## src/rtl/hazard_pkg.sv

```systemverilog
// Shared constants and types for the pipeline hazard unit: write-back source
// bit positions, forwarding select codes and the freeze-tracking state.
package hazard_pkg;

    // Bit positions inside the one-hot WBSrc vectors.
    localparam int WB_ALU  = 0;
    localparam int WB_LOAD = 1;
    localparam int WB_MULT = 2;
    localparam int WB_PC8  = 3;

    // E-stage operand select codes.
    localparam logic [1:0] FWD_RF = 2'b00;
    localparam logic [1:0] FWD_W  = 2'b01;
    localparam logic [1:0] FWD_M  = 2'b10;

    // Why the pipeline is (or is not) frozen.
    typedef enum logic [1:0] {
        ST_RUN  = 2'd0,
        ST_MISS = 2'd1,
        ST_MULT = 2'd2
    } hz_state_e;

    // E-stage forward select for one source register. The M stage holds the
    // younger result, so it wins over W. Register 0 is never forwarded.
    function automatic logic [1:0] e_fwd_sel(
        input logic [4:0] src,
        input logic       wr_m,
        input logic [4:0] dst_m,
        input logic       wr_w,
        input logic [4:0] dst_w
    );
        if (src != 5'd0 && wr_m && src == dst_m) begin
            return FWD_M;
        end
        if (src != 5'd0 && wr_w && src == dst_w) begin
            return FWD_W;
        end
        return FWD_RF;
    endfunction

endpackage

```

## src/rtl/freeze_watchdog.sv

```systemverilog
// Counts consecutive frozen cycles and raises a sticky error flag once the
// count reaches TIMEOUT. It only observes; it never releases the freeze.
module freeze_watchdog #(
    parameter int TIMEOUT = 64
) (
    input  logic clk,
    input  logic rst,
    input  logic frozen,
    output logic hazard_err
);

    localparam int                 CNT_W = $clog2(TIMEOUT + 1);
    localparam logic [CNT_W-1:0]   LIMIT = CNT_W'(TIMEOUT);

    logic [CNT_W-1:0] cnt_q, cnt_d;
    logic             err_q, err_d;

    // Saturating frozen-cycle count; the flag latches when the count hits LIMIT.
    always_comb begin
        cnt_d = '0;
        if (frozen) begin
            cnt_d = (cnt_q == LIMIT) ? LIMIT : cnt_q + CNT_W'(1);
        end
        err_d = err_q | (cnt_d == LIMIT);
    end

    // Counter and sticky flag registers.
    always_ff @(posedge clk) begin
        if (rst) begin
            cnt_q <= '0;
            err_q <= 1'b0;
        end else begin
            cnt_q <= cnt_d;
            err_q <= err_d;
        end
    end

    assign hazard_err = err_q;

endmodule

```

## src/rtl/hazard_unit.sv

```systemverilog
// Pipeline control for the five-stage core: forwarding selects, load-use and
// branch stalls, and a whole-pipeline freeze while a data-cache miss or a
// multiplier result is outstanding. Control only, no datapath values.
module hazard_unit
    import hazard_pkg::*;
#(
    parameter int TIMEOUT = 64
) (
    input  logic       clk,
    input  logic       rst,
    input  logic [1:0] branchD,
    input  logic [4:0] RsD,
    input  logic [4:0] RtD,
    input  logic       RegWriteE,
    input  logic       MultStartE,
    input  logic       MultDoneE,
    input  logic [3:0] WBSrcE,
    input  logic [4:0] RsE,
    input  logic [4:0] RtE,
    input  logic [4:0] WriteRegE,
    input  logic       RegWriteM,
    input  logic       hitM,
    input  logic [3:0] WBSrcM,
    input  logic [4:0] WriteRegM,
    input  logic       RegWriteW,
    input  logic [4:0] WriteRegW,
    output logic       stallF,
    output logic       stallD,
    output logic       stallE,
    output logic       stallM,
    output logic       stallW,
    output logic       flushE,
    output logic       forwardAD,
    output logic       forwardBD,
    output logic [1:0] forwardAE,
    output logic [1:0] forwardBE,
    output logic       hazard_err
);

    logic [4:0] src_e [2];
    logic [4:0] src_d [2];
    logic [1:0] fwd_e [2];
    logic [1:0] fwd_d;
    logic [1:0] use_match;
    logic [1:0] br_e_match;
    logic [1:0] br_m_match;

    logic       busy_q, busy_d;
    hz_state_e  state_q, state_d;

    logic       miss_m, mult_wait, frozen;
    logic       use_stall, branch_stall, d_stall;
    logic       m_late_result;

    // The ALU bits (and MULT in M) carry no hazard information.
    logic unused_wbsrc;
    assign unused_wbsrc = ^{WBSrcE[WB_ALU], WBSrcM[WB_ALU], WBSrcM[WB_MULT]};

    assign src_e[0] = RsE;
    assign src_e[1] = RtE;
    assign src_d[0] = RsD;
    assign src_d[1] = RtD;

    // Results that are not yet in ALUMultOutM while in M (load data, link PC).
    assign m_late_result = WBSrcM[WB_LOAD] | WBSrcM[WB_PC8];

    genvar gi;
    generate
        for (gi = 0; gi < 2; gi++) begin : g_operand
            assign fwd_e[gi]      = e_fwd_sel(src_e[gi], RegWriteM, WriteRegM,
                                              RegWriteW, WriteRegW);
            assign fwd_d[gi]      = (src_d[gi] != 5'd0) && RegWriteM &&
                                    (src_d[gi] == WriteRegM) && !m_late_result;
            assign use_match[gi]  = (RtE == src_d[gi]);
            assign br_e_match[gi] = (WriteRegE == src_d[gi]);
            assign br_m_match[gi] = (WriteRegM == src_d[gi]);
        end
    endgenerate

    assign miss_m    = WBSrcM[WB_LOAD] && !hitM;
    assign mult_wait = busy_q && !MultDoneE && (WBSrcE[WB_MULT] || MultStartE);
    assign frozen    = miss_m | mult_wait;

    assign use_stall = (WBSrcE[WB_LOAD] | WBSrcE[WB_PC8]) && (RtE != 5'd0) &&
                       (|use_match);

    assign branch_stall = (branchD != 2'd0) &&
                          ((RegWriteE && (WriteRegE != 5'd0) && (|br_e_match)) ||
                           (RegWriteM && m_late_result && (|br_m_match)));

    assign d_stall = use_stall | branch_stall;

    // Stall, flush and forward outputs; reset forces the pipeline to run clean.
    always_comb begin
        stallF    = 1'b0;
        stallD    = 1'b0;
        stallE    = 1'b0;
        stallM    = 1'b0;
        stallW    = 1'b0;
        flushE    = 1'b0;
        forwardAD = 1'b0;
        forwardBD = 1'b0;
        forwardAE = FWD_RF;
        forwardBE = FWD_RF;
        if (!rst) begin
            stallF    = frozen | d_stall;
            stallD    = frozen | d_stall;
            stallE    = frozen;
            stallM    = frozen;
            stallW    = frozen;
            flushE    = !frozen && d_stall;
            forwardAD = fwd_d[0];
            forwardBD = fwd_d[1];
            forwardAE = fwd_e[0];
            forwardBE = fwd_e[1];
        end
    end

    // Multiplier occupancy and freeze-cause tracking, next-state.
    always_comb begin
        busy_d = busy_q | (MultStartE && !frozen);
        if (MultDoneE) begin
            busy_d = MultStartE && !frozen;
        end

        state_d = state_q;
        case (state_q)
            ST_RUN: begin
                if (miss_m)         state_d = ST_MISS;
                else if (mult_wait) state_d = ST_MULT;
            end
            ST_MISS: begin
                if (!miss_m)        state_d = mult_wait ? ST_MULT : ST_RUN;
            end
            ST_MULT: begin
                if (miss_m)         state_d = ST_MISS;
                else if (!mult_wait) state_d = ST_RUN;
            end
            default:                state_d = ST_RUN;
        endcase
    end

    // Occupancy and state registers.
    always_ff @(posedge clk) begin
        if (rst) begin
            busy_q  <= 1'b0;
            state_q <= ST_RUN;
        end else begin
            busy_q  <= busy_d;
            state_q <= state_d;
        end
    end

    logic freeze_tracked;
    assign freeze_tracked = (state_d != ST_RUN);

    freeze_watchdog #(
        .TIMEOUT(TIMEOUT)
    ) u_watchdog (
        .clk        (clk),
        .rst        (rst),
        .frozen     (freeze_tracked),
        .hazard_err (hazard_err)
    );

endmodule

```

## config.mk

```make
export PLATFORM = sky130hd
export DESIGN_NAME = hazard_unit
export DESIGN_NICKNAME = d
export VERILOG_FILES = /design/src/rtl/hazard_pkg.sv /design/src/rtl/freeze_watchdog.sv /design/src/rtl/hazard_unit.sv
export SDC_FILE = /design/constraint.sdc
export NUM_CORES = 1
export LEC_CHECK = 0
export ABC_AREA = 1
export CAP_MARGIN = 20
export CORE_UTILIZATION = 30
export DETAILED_ROUTE_END_ITERATION = 10
export PLACE_DENSITY = 0.61
export SYNTH_ARGS = -nofsm -noshare
export SYNTH_HDL_FRONTEND = slang
export SYNTH_HIERARCHICAL = 1
export SYNTH_SLANG_ARGS = --single-unit
```

## constraint.sdc

```tcl
create_clock -name clk -period 2 [get_ports clk]
set_input_delay 0.5 -clock clk [delete_from_list [all_inputs] [get_ports clk]]
set_output_delay 0.5 -clock clk [all_outputs]
set_load 0.05 [all_outputs]
```

### Word-level counts from Yosys, hierarchy flattened

Cells that the tools add are included.
Widths: inputs -> output; s select.

* magnitude comparators: 0
* equal/unequal tests: 16
* bitwise gates (word level): 7
* multipliers: 0
* reductions and logical operators: 43
* multiplexer cells: 31
* add/sub/neg operators: 1
* shift-type cells: 0
* divide/modulo/power cells: 0

Operators with widths (count)
* $eq 5x5->1: 12
* $mux 2: 16
* $logic_and 1x1->1: 26
* $reduce_bool 5->1: 5
* $eq 7x7->1 const B: 2
* $mux 7: 2
* $mux 1: 12
* $add 7x1->7 const B: 1
* $or 1x1->1: 7
* $pmux 2 s3: 1
* $reduce_or 2->1: 3
* $logic_not 1->1: 4
* $reduce_bool 2->1: 2
* $eq 2x1->1 const B: 1
* $eq 2x2->1 const B: 1
* $logic_not 2->1: 1
* $logic_or 1x1->1: 2

* bits in latches: 0
* logic and storage cells: 102
* bits in writable memories: 0
* memories: 0
* memory bits (read-only): 0
* flip-flop bits (word level): 11
* input port bits: 53
* output and inout port bits: 13

### Logic depth before layout (Yosys ltp)

Gate-level depths: netlist of run 1.

* depth in word-level cells: 10
* depth in mapped cells: 14
* gate-level depth less buffers: 13

### Hierarchy

Netlist of run 1, hierarchy kept.

By module, submodules not included
* hazard_unit: instances 1, sequential area each 60.1 µm², cells each 211, area an instance 1066.0 µm²
* freeze_watchdog: instances 1, sequential area each 160.2 µm², cells each 59, area an instance 412.9 µm²

### Least setup slack after synthesis of run 1

OpenSTA, ideal clock, no wires.

* path kind: in2out
* from: in MultDoneE
* to: out stallF
* slack: -0.870 ns
* buffers on the path: 1
* stages on the path: 8
* data arrival time: 2.370 ns
* required time: 1.500 ns
* cells stage by stage: nor2_1 > o21ai_0 > nand2_1 > inv_1 > nor2_1 > inv_1 > nand2_1 > buf_4

* longest elaborated chain between the ends: 6

RTL lines
* start: declaration: line hazard_unit.sv:16 `input logic MultDoneE,`
* $logic_not 1->1: line hazard_unit.sv:81 `assign mult_wait = busy_q && !MultDoneE && (WBSrcE[WB_MULT] || MultStartE);`
* $logic_and 1x1->1 (2 in a row): line hazard_unit.sv:81
* $or 1x1->1: line hazard_unit.sv:82 `assign frozen = miss_m | mult_wait;`
* $or 1x1->1
* $mux 1
* end: declaration: line hazard_unit.sv:27 `output logic stallF,`

Every way passes these cells.

### Final worst setup path of run 1

* from: in RsD[2]
* to: out flushE

* longest elaborated chain between the ends: 8
* elaborated cells on any way between the ends: 14
* those cells by class: eq/ne: 3; mux: 1; bitwise: 1; reduce/logical: 9

RTL lines
* start: declaration: line hazard_unit.sv:12 `input logic [4:0] RsD,`
* $eq 5x5->1 (on tied branches): line hazard_unit.sv:75, hazard_unit.sv:76
* $reduce_or 2->1 (on tied branches): line hazard_unit.sv:88, hazard_unit.sv:89
* $logic_and 1x1->1 (on tied branches): line hazard_unit.sv:88, hazard_unit.sv:89
* $logic_or 1x1->1: line hazard_unit.sv:88 `((RegWriteE && (WriteRegE != 5'd0) && (|br_e_match)) ||`
* $logic_and 1x1->1: line hazard_unit.sv:87 `assign branch_stall = (branchD != 2'd0) &&`
* $or 1x1->1 *: line hazard_unit.sv:91 `assign d_stall = use_stall | branch_stall;`
* $logic_and 1x1->1 *: line hazard_unit.sv:111 `flushE = !frozen && d_stall;`
* $mux 1 *: line hazard_unit.sv:105 `if (!rst) begin`
* end: declaration: line hazard_unit.sv:32 `output logic flushE,`

Every way passes the cells marked *; elsewhere a longest branch is shown, timed or not.

==> results of run 1 <==
[logic make-up (layout without fill, tap and decap cells)]
logic type | count (synthesis) | in the layout | synth area share [%]
compound gates | 24 | 24 | 10.7
xor+xnor | 19 | 19 | 11.3
fa+ha+maj | 2 | 2 | 1.69
buf+inv | 52 | 189 | 14.2
flops | 11 | 11 | 14.9
simple gates | 162 | 162 | 47.3
[per-stage QoR]
step	total power [mW]	hold slack [ps]	TNS [ps]	utilization [%]	cell area (sq um)
floorplan	0.438	466	-290	-	1580
global placement	0.716	440	-7580	59.5	2810
detailed placement	0.720	447	-7730	59.5	2810
CTS	1.00	457	-1160	65.8	3110
global route	1.12	492	-1240	69.7	3290
finish	1.06	453	-593	69.7	3290
[how the worst max path moves through the flow]
stage / start / endpoint / slack, ps / cells after the start
2_1_floorplan: MultDoneE / stallF / -170 / 8
3_3_place_gp: RtE[0] / flushE / -650 / 10
3_5_place_dp: WriteRegM[0] / flushE / -640 / 14
4_1_cts: RtD[0] / flushE / -230 / 11
5_1_grt: RsD[2] / flushE / -280 / 14
6_report: RsD[2] / flushE / -140 / 14
[layer usage]
layer / part of all wire (%) / track usage (%) / routed length [um] / vias up
li1: - / - / - / 1120
met1: 41 / 29.5 / 2420 / 1000
met2: 51 / 37.6 / 3000 / 79
met3: 6.2 / 2.78 / 361 / 10
met4: 1.0 / 4.14 / 59 / 0
met5: 0 / 0 / 0 / -
[power by group]
part	internal, mW	leakage, nW	switching [mW]	total [mW]
combinational	0.313	1.45	0.294	0.607
clock	0.137	0.0255	0.0866	0.224
sequential	0.224	0.0892	0.00242	0.226
[worst max-delay path, delay by kind of cell]
kind                   cells  cell delay [ps]
buffers and inverters      3              350
AND/OR/NAND/NOR           11              790
[what timing repair did]
item                                    in CTS  in global routing
pin swaps                                   51                 52
buffers inserted                            12                  5
gates resized for setup                    227                 91
endpoints found under the setup margin      15                 18
endpoints found under the hold margin        0                  0
[cells in the final DEF (no fill, tap or decap), types with 3 or more instances in the layout]
cell type and n:
sky130_fd_sc_hd__buf_2 14, sky130_fd_sc_hd__clkbuf_8 3, sky130_fd_sc_hd__nand3_2 10, sky130_fd_sc_hd__clkbuf_2 8, sky130_fd_sc_hd__nand3_1 9, sky130_fd_sc_hd__nand2_2 19, sky130_fd_sc_hd__dlygate4sd2_1 3, sky130_fd_sc_hd__buf_4 61
sky130_fd_sc_hd__a21oi_1 6, sky130_fd_sc_hd__buf_8 7, sky130_fd_sc_hd__xnor2_2 4, sky130_fd_sc_hd__nor2_1 22, sky130_fd_sc_hd__buf_6 27, sky130_fd_sc_hd__nand4_1 4, sky130_fd_sc_hd__nor3_1 3, sky130_fd_sc_hd__inv_1 18
sky130_fd_sc_hd__inv_2 21, sky130_fd_sc_hd__o22ai_1 3, sky130_fd_sc_hd__dfxtp_1 11, sky130_fd_sc_hd__nor2_4 6, sky130_fd_sc_hd__nand2_1 62, sky130_fd_sc_hd__nor2_2 14, sky130_fd_sc_hd__nor3_2 4, sky130_fd_sc_hd__buf_12 14
sky130_fd_sc_hd__clkdlybuf4s50_1 5, sky130_fd_sc_hd__xnor2_1 6, sky130_fd_sc_hd__xor2_2 3, sky130_fd_sc_hd__inv_4 4, sky130_fd_sc_hd__xor2_1 6
[flip-flops by register name, summed over array words and instances (netlist names)]
name / count
busy_q: 1
state_q: 2
u_watchdog/cnt_q: 7
u_watchdog/hazard_err: 1
[final cells by class]
| class | instances | area (sq um) |
|---|---|---|
| clock buffer | 3 | 41.3 |
| clock inverter | 1 | 5.00 |
| fill | 380 | 1430 |
| inverter | 45 | 191 |
| multi-input combinational | 207 | 1410 |
| sequential | 11 | 220 |
| tap | 67 | 83.8 |
| timing repair buffer | 140 | 1340 |
==> results by stage, run 1 <==
Outcome:
- The run finished, with violations left.
- The final reports fail on setup timing.

Placed design:
- The count of placed standard cells including taps is 454.
- The count of buffers added on input and output ports is 62.
- The minimum setup slack after placement is -638 ps.
- At the end of routability-driven placement, the weighted congestion stood at about 0.85.
- The HPWL reported at the end of detailed placement is 4.18 mm.

Synthesis:
- After synthesis, the share of flip-flops with an asynchronous set or reset is 0%.
- The count of flip-flops with a built-in enable after synthesis is 0.
- By area the synthesized netlist is led by sky130_fd_sc_hd__nand2_1, sky130_fd_sc_hd__dfxtp_1, sky130_fd_sc_hd__inv_1.
- The count of unique library cells instantiated by Yosys is 31.
- The cell area after synthesis is 1480 sq um.
- Of the post-synthesis cell area, the dominant cell type holds around a fifth.
- Synthesis produced a netlist whose cell count is between 200 and 300.
- The net count after synthesis is ~330.
- The total of warnings raised by yosys is 6.
- Dividing the synthesized area by the synthesized cell count gives around 5.5 sq um.
- Of all cell types, the one taking the most synthesized area is sky130_fd_sc_hd__nand2_1.
- Counting instances in the post-synthesis netlist gives the leading cell types as sky130_fd_sc_hd__nand2_1, sky130_fd_sc_hd__inv_1, sky130_fd_sc_hd__nor2_1.
- The register area share after synthesis is between 10% and 20%.
- The most frequent cell after synthesis is sky130_fd_sc_hd__nand2_1.
- In this run, synthesis produced a sequential element count of 11.
- The prevailing post-synth register cell is sky130_fd_sc_hd__dfxtp_1.

Detailed routing:
- The routed wirelength normalized by instance count is 12.3 um.
- The detailed router finished its first iteration with between 100 and 150 violations.
- The count of nets left with antenna violations after detail routing is 0.
- The detail-routed via count per cell is around 4.7.
- The DRC violations left is 0.
- The total wire length after detailed routing is 5.84 mm.
- The number of iterations in the first detailed-routing pass is 4.
- The via count is 2209.

Pwr:
- The total power density per cell area is ~320 nW/um^2.
- IR analysis of the VDD net gives a maximum drop of between 0.0002 and 0.00025 V.
- Summed over all cells, the static leakage comes to between 1.5 and 2 nW.

Clock network:
- The root buffer cell is sky130_fd_sc_hd__clkbuf_8.
- Clock-pin slew was measured on the worst setup and hold paths at ~50 ps.
- In this run the number of H-tree levels came out at 1.
- TritonCTS built the clock tree.
- The tree built by TritonCTS fans out to 11 sinks.
- The clock passes through at most 2 buffers.
- The total of hold buffers inserted after clock tree synthesis is 0.
- The insertion delay of the later-clocked pin in the worst-skew pair is 240 ps.
- TritonCTS created 3 clock buffers.

Timing:
- After layout, the worst path uses 107% of the clock period.
- The worst slew slack as a fraction of its limit is 80.4%.
- The final setup violation count is 7.
- The final number of max-transition violations is 0.
- Setup repair after global routing could not meet its margin everywhere.
- The final critical-path setup slack is -145 ps.
- The minimum clock period is 2140 ps.
- The number of hold-slack violations in the final timing report was 0.
- For the pin with the worst max-slew slack, the measured transition is 296 ps.
- The final worst clock skew is approximately 5.8 ps.
- The top achievable clock speed is around 470 MHz.

Setup path:
- The worst register-to-register path has a depth of 14.
- The startpoint identified for the worst register-to-register timing path is busy_q.
- The start-to-end type of the worst setup path is in2out.
- For the worst setup path, the data arrival time is 1640 ps.
- The kind of end point of the critical path is an output pin.
- The required arrival time at the worst endpoint is 1500 ps.
- The most frequent cell on the critical path is sky130_fd_sc_hd__nand2_1.
- The cell with the largest stage delay on the worst path is sky130_fd_sc_hd__buf_12.
- The critical path goes through buf_6 > buf_6 > nand2_2 > nand2_2 > nor2_4 > nand3_2 > nand2_1 > nand2_1 > nand2_1 > nand2_1 > nand2_2 > nand2_4 > nor2_4 > buf_12.
- The longest individual stage delay on the worst path is ~140 ps.
- The endpoint of the lowest-slack register-to-register path is u_watchdog/hazard_err.
- The startpoint kind of the worst setup timing path is an input pin.
- The largest fanout on the critical path is 3.
- The internal reg-to-reg setup slack is roughly 230 ps.

GRT:
- In the global route stage, overall resource usage came out at a little over a fifth.
- Summed over all layers, the global routing overflow is 0.
- Entering global routing, the biggest net connects 12 pins.
- The number of antenna violations at the first check in global routing is 0.
- The first global-routing pass estimated approximately 9.1 mm of wire.
- The via count of the first global-routing pass is 2076.

Min path:
- The worst min-delay path category is reg2reg.
- The startpoint identified for the worst hold timing path is u_watchdog/hazard_err.
- The worst hold path cell count is 2.
- The worst hold endpoint is u_watchdog/hazard_err.

Die:
- The die is 72.2 um wide.
- The area of the core region is around 4700 sq um.
- The effective utilization at floorplan is a little under a third.
- For this design the top-level I/O count stands at 66.
- The initialized floorplan defines 25 standard-cell rows.
- The y dimension of the die is 72.2 um.
- The die area is 5210 sq um.

Finish:
- The fraction of final layout cells sized beyond drive strength 1 is 59.0%.
- The repair_antennas step left the layout with diodes totalling 0.
- After the last flow step, the layout net total stands at between 400 and 500.
- The finished layout holds 474 standard cells, fillers aside.
- Relative to the synthesized area, the layout overhead comes to 123%.

Run:
- The tool flagged a number of max-cap violations equal to 0.
Note: power is estimated with default switching activity, not from simulation.
==> run 2, diff against run 1 <==
--- a/config.mk
+++ b/config.mk
@@ -9,6 +9,7 @@
 export CAP_MARGIN = 20
 export CORE_UTILIZATION = 30
 export DETAILED_ROUTE_END_ITERATION = 10
+export GPL_TIMING_DRIVEN = 0
 export PLACE_DENSITY = 0.61
 export SYNTH_ARGS = -nofsm -noshare
 export SYNTH_HDL_FRONTEND = slang
==> run 2 against run 1 <==
The flow still finishes with violations (setup timing); non-clock buffer count shrank 47; setup slack improved by 8.2 ps; cell count down 9.9%; clock skew down 1.1 ps; clock power about the same; largest power group unchanged.
==> results by stage, run 2 (synthesized netlist as in run 1, its figures left out) <==
Outcome:
- The run finished, with violations left.
- The checks that failed: setup timing.

Pwr:
- The worst ir drop on vdd is between 0.0002 and 0.00025 V.
- The post-layout total power is around 0.94 mW.
- The total power density per cell area is around 340 nW/um^2.
- In this run the power spent charging and discharging nets is ~0.34 mW.
- Combinational cells account for between 50% and 60% of the total power.
- The share of power burned in the clock network is between 20% and 30%.
- The switching power as a share of total power is 36.1%.
- Summed over all cells, the static leakage comes to 1.32 nW.
- The internal power contribution is roughly 0.60 mW.
- The part of the power in registers is approximately a quarter.

Clock network:
- The clock buffer count from CTS is 3.
- The count of H-tree levels built during CTS is 1.
- The clock net sink count is 11.
- TritonCTS built the clock tree.
- At the later pin of the worst-skew pair, clock insertion delay measures 240 ps.
- No sink is reached through more buffers than the 2 on the longest clock path.
- The cell sitting at the root of the clock tree is a sky130_fd_sc_hd__clkbuf_8.
- Clock-pin slew was measured on the worst setup and hold paths at around 50 ps.

Finish:
- The net count of the finished layout is 416.
- The synthesis-to-layout area growth is 87.6%.
- The leading cell type in the layout, fill and taps excluded is sky130_fd_sc_hd__nand2_1.
- The finished layout holds 427 standard cells, fillers aside.
- The post-route netlist has a little under half of its cells at a drive strength greater than 1.
- The fill cell total of the finished layout is around 450.
- In the layout the commonest cells are sky130_fd_sc_hd__nand2_1, sky130_fd_sc_hd__buf_4, sky130_fd_sc_hd__nor2_1.
- The number of inserted diodes is 0.
- The number of flip-flops under the largest register name is 7.
- In the final layout, the registers with the most flip-flops are u_watchdog/cnt_q x7, state_q x2.
- Counting flops per register, the top entry is u_watchdog/cnt_q.

Setup path:
- The startpoint kind of the worst setup timing path is an input pin.
- The largest fanout on the critical path is 4.
- Traced cell by cell, the critical path runs through buf_8 > nand2_1 > nand2_2 > nor2_4 > nand3_2 > buf_4 > buf_4 > a311oi_4 > buf_6.
- The longest individual stage delay on the worst path is about 210 ps.
- Broken down by cell family, the worst path's largest delay share belongs to buffers and inverters.
- The critical path crosses 9 cells after its start point.
- In this run the register-to-register setup slack is 420 ps.
- The worst path buffer plus inverter count is 4.
- The critical path arrival is about 1600 ps.
- STA classifies the critical path endpoint as an output pin.
- The required arrival time at the worst endpoint is around 1500 ps.
- By startpoint and endpoint, the worst setup path is classified as in2out.
- The most frequent cell on the critical path is sky130_fd_sc_hd__buf_4.
- The number of cells traversed by the worst register-to-register path is 13.
- Among all stages on the critical path, the largest delay is contributed by sky130_fd_sc_hd__a311oi_4.

Timing:
- The final number of max-transition violations is 0.
- The tightest hold margin is roughly 460 ps.
- The measured slew at the worst slew-check pin is ~500 ps.
- For the final database, setup skew stands at approximately 4.7 ps.
- The final critical-path setup slack is -137 ps.
- The final setup violation count is 6.
- The worst pin sits at a relative slew slack of roughly two thirds.
- The number of hold-slack violations in the final timing report came to 0.
- The top achievable clock speed is ~470 MHz.
- The minimum clock period is between 2000 and 2500 ps.
- Setup repair after global routing could not meet its margin everywhere.
- The final clock period utilization by the worst path is 107%.

GRT:
- The total global-route track usage is a little under a fifth.
- The via count of the first global-routing pass came to 1828.
- The first global-routing pass estimated 8.11 mm of wire.
- The pin count of the biggest net entering global routing is 13.
- The number of antenna violations at the first check in global routing is 0.
- The total congestion overflow is 0.

Placed design:
- The HPWL reported at the end of detailed placement is 3.72 mm.
- The count of placed standard cells including taps is about 400.
- Routability-driven placement finished with a final weighted congestion of approximately 0.83.
- Port buffering added 58 buffers.

Run:
- The max-capacitance violation count is 0.

Detailed routing:
- After detailed routing, the number of remaining DRC violations is 0.
- The starting DRC count in detailed routing is 62.
- The count of nets left with antenna violations after detail routing is 0.
- The detail-routed via count per cell is ~4.6.
- The pre-antenna-repair detailed-routing pass consisted of 4 iterations.
- The total wire length after detailed routing is about 4.9 mm.
- The via count is ~2000.
- The routed wirelength normalized by instance count is ~11 um.

Die:
- The floorplan has 25 rows.
- The I/O pin count is 66.
- The total area inside the core boundary comes to roughly 4700 sq um.
- For this configuration, the core starts out at a cell density of a little under a third.
- The die is a little over 70 um tall.
- The die covers ~5200 sq um.
- The die extent in x is 72.2 um.

Min path:
- The worst hold path passes through 2 cells.
- The min-delay analysis places its worst path in the category reg2reg.
[run 2: cell count changes in the layout (fill, tap and decap cells not counted), sizes merged]
| cell | change |
|---|---|
| buf | -49 |
| dlygate4sd2 | +6 |
| clkdlybuf4s50 | -4 |
| clkbuf | -3 |
| clkdlybuf4s15 | +3 |
| clkinv | -1 |
| inv | +1 |
[run 2: layout make-up]
| type | instances | area, sq um | share of cell area, % |
|---|---|---|---|
| Tap cell | 67 | 83.8 | 3.02 |
| Timing Repair Buffer | 86 | 827 | 29.8 |
| Multi-Input combinational cell | 207 | 1290 | 46.5 |
| Inverter | 45 | 203 | 7.30 |
| Clock buffer | 3 | 41.3 | 1.49 |
| Clock inverter | 1 | 5.00 | 0.180 |
| Buffer | 7 | 105 | 3.79 |
| Sequential cell | 11 | 220 | 7.94 |
[run 2: power groups by stage]
stage / clock (mW) / combinational [mW] / sequential, mW
2_1_floorplan: 0 / 0.208 / 0.230
3_3_place_gp: 0 / 0.377 / 0.230
3_5_place_dp: 0 / 0.379 / 0.230
4_1_cts: 0.230 / 0.444 / 0.226
5_1_grt: 0.246 / 0.533 / 0.227
6_report: 0.225 / 0.492 / 0.226
[run 2: metal layers]
metal / track usage, % / part of all wire [%]
met3: 3.47 / 6.0
met4: 2.18 / 0.61
met1: 25.0 / 45
met5: 0 / 0
met2: 33.7 / 48
[run 2: worst register-to-register path, stage by stage (launching register included)]
cell                      delay (ps)
sky130_fd_sc_hd__dfxtp_1         300
sky130_fd_sc_hd__inv_1            40
sky130_fd_sc_hd__nor2_2          110
sky130_fd_sc_hd__o21ai_2          90
sky130_fd_sc_hd__nand2_2          80
sky130_fd_sc_hd__inv_2            50
sky130_fd_sc_hd__a21oi_2         280
sky130_fd_sc_hd__inv_1            90
sky130_fd_sc_hd__nor2_1          120
sky130_fd_sc_hd__nand2_1          80
sky130_fd_sc_hd__nand3_1          80
sky130_fd_sc_hd__nor2_1           50
sky130_fd_sc_hd__nand3_1          60
sky130_fd_sc_hd__nand2_1          50
[run 2: repair_timing]
| item | 4_1_cts | 5_1_grt |
|---|---|---|
| setup buffers | 19 | 9 |
| gates resized for setup | 318 | 58 |
| hold buffers | 0 | 0 |
| endpoints found under the setup margin | 20 | 14 |
| pin swaps | 53 | 39 |
[run 2: worst paths after layout]
kind,from,endpoint
hold / removal,u_watchdog/hazard_err,u_watchdog/hazard_err
setup / recovery,WriteRegM[4],forwardAD
hold reg to reg,u_watchdog/hazard_err,u_watchdog/hazard_err
setup reg to reg,busy_q,u_watchdog/hazard_err
[run 2: metrics by stage]
| stage | setup slack, ps | area, sq um | util (%) | TNS, ps |
|---|---|---|---|---|
| 2_1_floorplan | -171 | 1580 | - | -290 |
| 3_3_place_gp | -1580 | 2240 | 47.4 | -17630 |
| 3_5_place_dp | -1600 | 2240 | 47.4 | -18050 |
| 4_1_cts | -140 | 2600 | 55.0 | -509 |
| 5_1_grt | -227 | 2780 | 58.8 | -1140 |
| 6_report | -137 | 2780 | 58.8 | -570 |
==> run 3, diff against run 2 <==
--- a/config.mk
+++ b/config.mk
@@ -11,6 +11,7 @@
 export DETAILED_ROUTE_END_ITERATION = 10
 export GPL_TIMING_DRIVEN = 0
 export PLACE_DENSITY = 0.61
+export RECOVER_POWER = 100
 export SYNTH_ARGS = -nofsm -noshare
 export SYNTH_HDL_FRONTEND = slang
 export SYNTH_HIERARCHICAL = 1
==> run 3 against run 2 <==
The flow still finishes with violations (setup timing); flip-flop and latch count stayed put; sequential share of layout area hardly changed; critical path depth stayed put; cell count stayed put; register-to-register slack worse by 230 ps; die area stayed put; utilization is 0.26 points lower; setup slack hardly changed; via count is 0.66% lower; first-iteration DRC count is 21% lower.
==> results by stage, run 3 (synthesized netlist as in run 1, its figures left out) <==
Detailed routing:
- Dividing the detail-routed wire length by the instance count gives roughly 11 um.
- The first detailed-routing pass took 4 iterations.
- The detail-routed via count per cell is approximately 4.6.
- The routed design has roughly 4.9 mm of wire.
- The starting DRC count in detailed routing is 49.
- The DRC violations left is 0.
- The final route contains about 1900 vias.
- In this run the remaining antenna-violating nets after routing total 0.

Die:
- The die extent in x is about 72 um.
- 66 I/O pins were placed.
- The area of the core region is between 4000 and 5000 sq um.
- In this run the core area contains 25 standard-cell rows.
- The die covers between 5000 and 6000 sq um.
- For this configuration, the core starts out at a cell density of between 30 and 40%.
- The y dimension of the die is 72.2 um.

Min path:
- Counting instances, the worst hold path has a depth of 2.
- In this run the worst hold path is classified as reg2reg.

Placed design:
- The HPWL after detailed placement is around 3.7 mm.
- The total of buffers placed on input and output ports is 58.
- The routability congestion estimate is just over 0.8.

Pwr:
- The share of power burned in the clock network is 23.9%.
- The total power density per cell area is approximately 340 nW/um^2.
- The part of the power in registers is 24.0%.
- The power spent charging and discharging nets is around 0.34 mW.
- Internal power comes to 0.602 mW.
- In this run the static leakage power is approximately 1.3 nW.
- In this run switching power makes up between 30% and 40% of total power.
- IR analysis of the VDD net gives a maximum drop of about 0.00023 V.
- The share of power burned in combinational logic is a little over half.

Finish:
- The area used by sequential logic in the layout is around 220 sq um.
- The area occupied by multi-input gates is around 1300 sq um.
- The register with the most flip-flops in the final layout is u_watchdog/cnt_q.
- The final standard cell utilization of the core is just under 60%.
- The largest registers in the layout are u_watchdog/cnt_q x7, state_q x2.
- The fraction of final layout cells sized beyond drive strength 1 is between 40% and 50%.
- The repair_antennas step left the layout with diodes totalling 0.
- The number of nets in the layout is around 420.
- The leading cell type in the layout, fill and taps excluded is sky130_fd_sc_hd__nand2_1.
- The fill cell total of the finished layout is 452.
- The register with the most flip-flops in the layout has 7 of them.
- The top cell types in the final layout, fill and taps aside, are sky130_fd_sc_hd__nand2_1, sky130_fd_sc_hd__buf_4, sky130_fd_sc_hd__nor2_1.
- The area growth from synthesis to layout is 86.8%.

Setup path:
- The startpoint kind of the worst setup timing path is an input pin.
- The cell with the largest stage delay on the worst path is sky130_fd_sc_hd__a311oi_4.
- The worst setup path is of the in2out kind.
- The critical path goes through buf_8 > nand2_1 > nand2_2 > nor2_4 > nand3_2 > buf_4 > buf_4 > a311oi_4 > buf_6.
- The worst setup path is captured at an output pin.
- The critical path ends at forwardAD.
- The most frequent cell on the critical path is sky130_fd_sc_hd__buf_4.
- The longest individual stage delay on the worst path is around 210 ps.
- The largest fanout on the critical path is 4.
- The endpoint of the lowest-slack register-to-register path is u_watchdog/hazard_err.
- At the worst endpoint, the arrival time is around 1600 ps.
- In this run the critical register-to-register path is launched from busy_q.
- For the worst flop-to-flop path, the logic depth is 13.
- Setup slack on the worst reg-to-reg path comes out at approximately 190 ps.
- Tracing the worst setup path back leads to its startpoint at WriteRegM[4].
- The required arrival time at the worst endpoint is around 1500 ps.

Timing:
- The final clock period utilization by the worst path is 107%.
- The smallest clock period supported by the final layout is computed as 2140 ps.
- For the pin with the worst max-slew slack, the measured transition is 568 ps.
- On the final layout, the worst hold slack is about 460 ps.
- The final critical-path setup slack is -136 ps.
- The setup TNS is -859 ps.
- The final number of max-transition violations was 0.
- Based on the critical path, the design can be clocked at up to around 470 MHz.
- Setup violations remaining at the end of the flow were counted as 9.
- In this run the tightest slew margin relative to its limit is between 60% and 70%.
- The number of hold-slack violations in the final timing report came to 0.
- Setup repair after global routing could not meet its margin everywhere.
- For the final database, setup skew stands at between 4 and 5 ps.

GRT:
- The number of antenna violations at the first check in global routing was 0.
- Global routing used a little under a fifth of the available tracks across all layers.
- Entering global routing, the biggest net connects 13 pins.
- The first-pass GRT wire length is 8.11 mm.
- For this run the aggregate overflow at the end of global routing stands at 0.
- The via count of the first global-routing pass came to ~1800.

Clock network:
- The maximum number of buffers from clock root to sink is 2.
- The clock net sink count is 11.
- The root buffer cell is sky130_fd_sc_hd__clkbuf_8.
- The insertion delay of the later-clocked pin in the worst-skew pair is 240 ps.
- Counting the buffers created by CTS gives 3.
- The count of H-tree levels built during CTS is 1.
- The CTS clock-pin slew for the worst setup and hold paths is 50 ps.
- The clock tree from TritonCTS is done.

Run:
- Max-cap violations in this run came to 0.

Outcome:
- The checks that failed: setup timing.
- The flow ran to the end, but the final reports show violations.
## run 3: through the flow
step / instance area [sq um] / setup slack, ps / power (mW) / instances
after detailed placement: 2240 / -1600 / 0.610 / 395
after floorplan: 1580 / -171 / 0.438 / 270
after global routing: 2760 / -227 / 1.00 / 427
after global placement: 2240 / -1580 / 0.607 / 395
final: 2760 / -136 / 0.940 / 427
after CTS: 2600 / -140 / 0.901 / 418
## run 3: power groups by stage
stage	clock network [mW]	registers (mW)	logic (mW)
after detailed placement	0	0.230	0.379
after floorplan	0	0.230	0.208
after global routing	0.246	0.226	0.531
final	0.225	0.226	0.490
after global placement	0	0.230	0.377
after CTS	0.230	0.226	0.444
## run 3: worst min-delay path by stage
stage | start | to | slack [ps]
floorplan | u_watchdog/cnt_q[6] | u_watchdog/cnt_q[6] | 470
global placement | u_watchdog/hazard_err | u_watchdog/hazard_err | 440
detailed placement | u_watchdog/hazard_err | u_watchdog/hazard_err | 450
CTS | u_watchdog/hazard_err | u_watchdog/hazard_err | 460
global route | u_watchdog/hazard_err | u_watchdog/hazard_err | 490
finish | u_watchdog/hazard_err | u_watchdog/hazard_err | 460
## run 3: layout make-up
class,count,share of cell area [%]
plain buffers,7,3.80
clock buffers,3,1.49
clock inverters,1,0.181
inverters,45,7.34
multi-input cells,207,46.2
flip-flops and latches,11,7.97
well taps,67,3.03
repair buffers,86,29.9
## run 3: worst max-delay path: cells and delay by family
family          cells  cell delay, ps
compound gates      1             210
buf+inv             4             570
simple gates        4             360
## run 3: timing repair
item	CTS	global route
pin swaps	53	39
endpoints found under the setup margin	20	14
hold buffers	0	0
hold endpoints to repair	0	0
gates cloned	0	0
resized for setup	318	58
buffers inserted	19	9
## run 3: routing by layer
layer	track usage, %	share of wire, %
met5	0	0
met3	3.47	5.0
met1	25.0	46
met4	2.18	0.63
met2	33.7	48
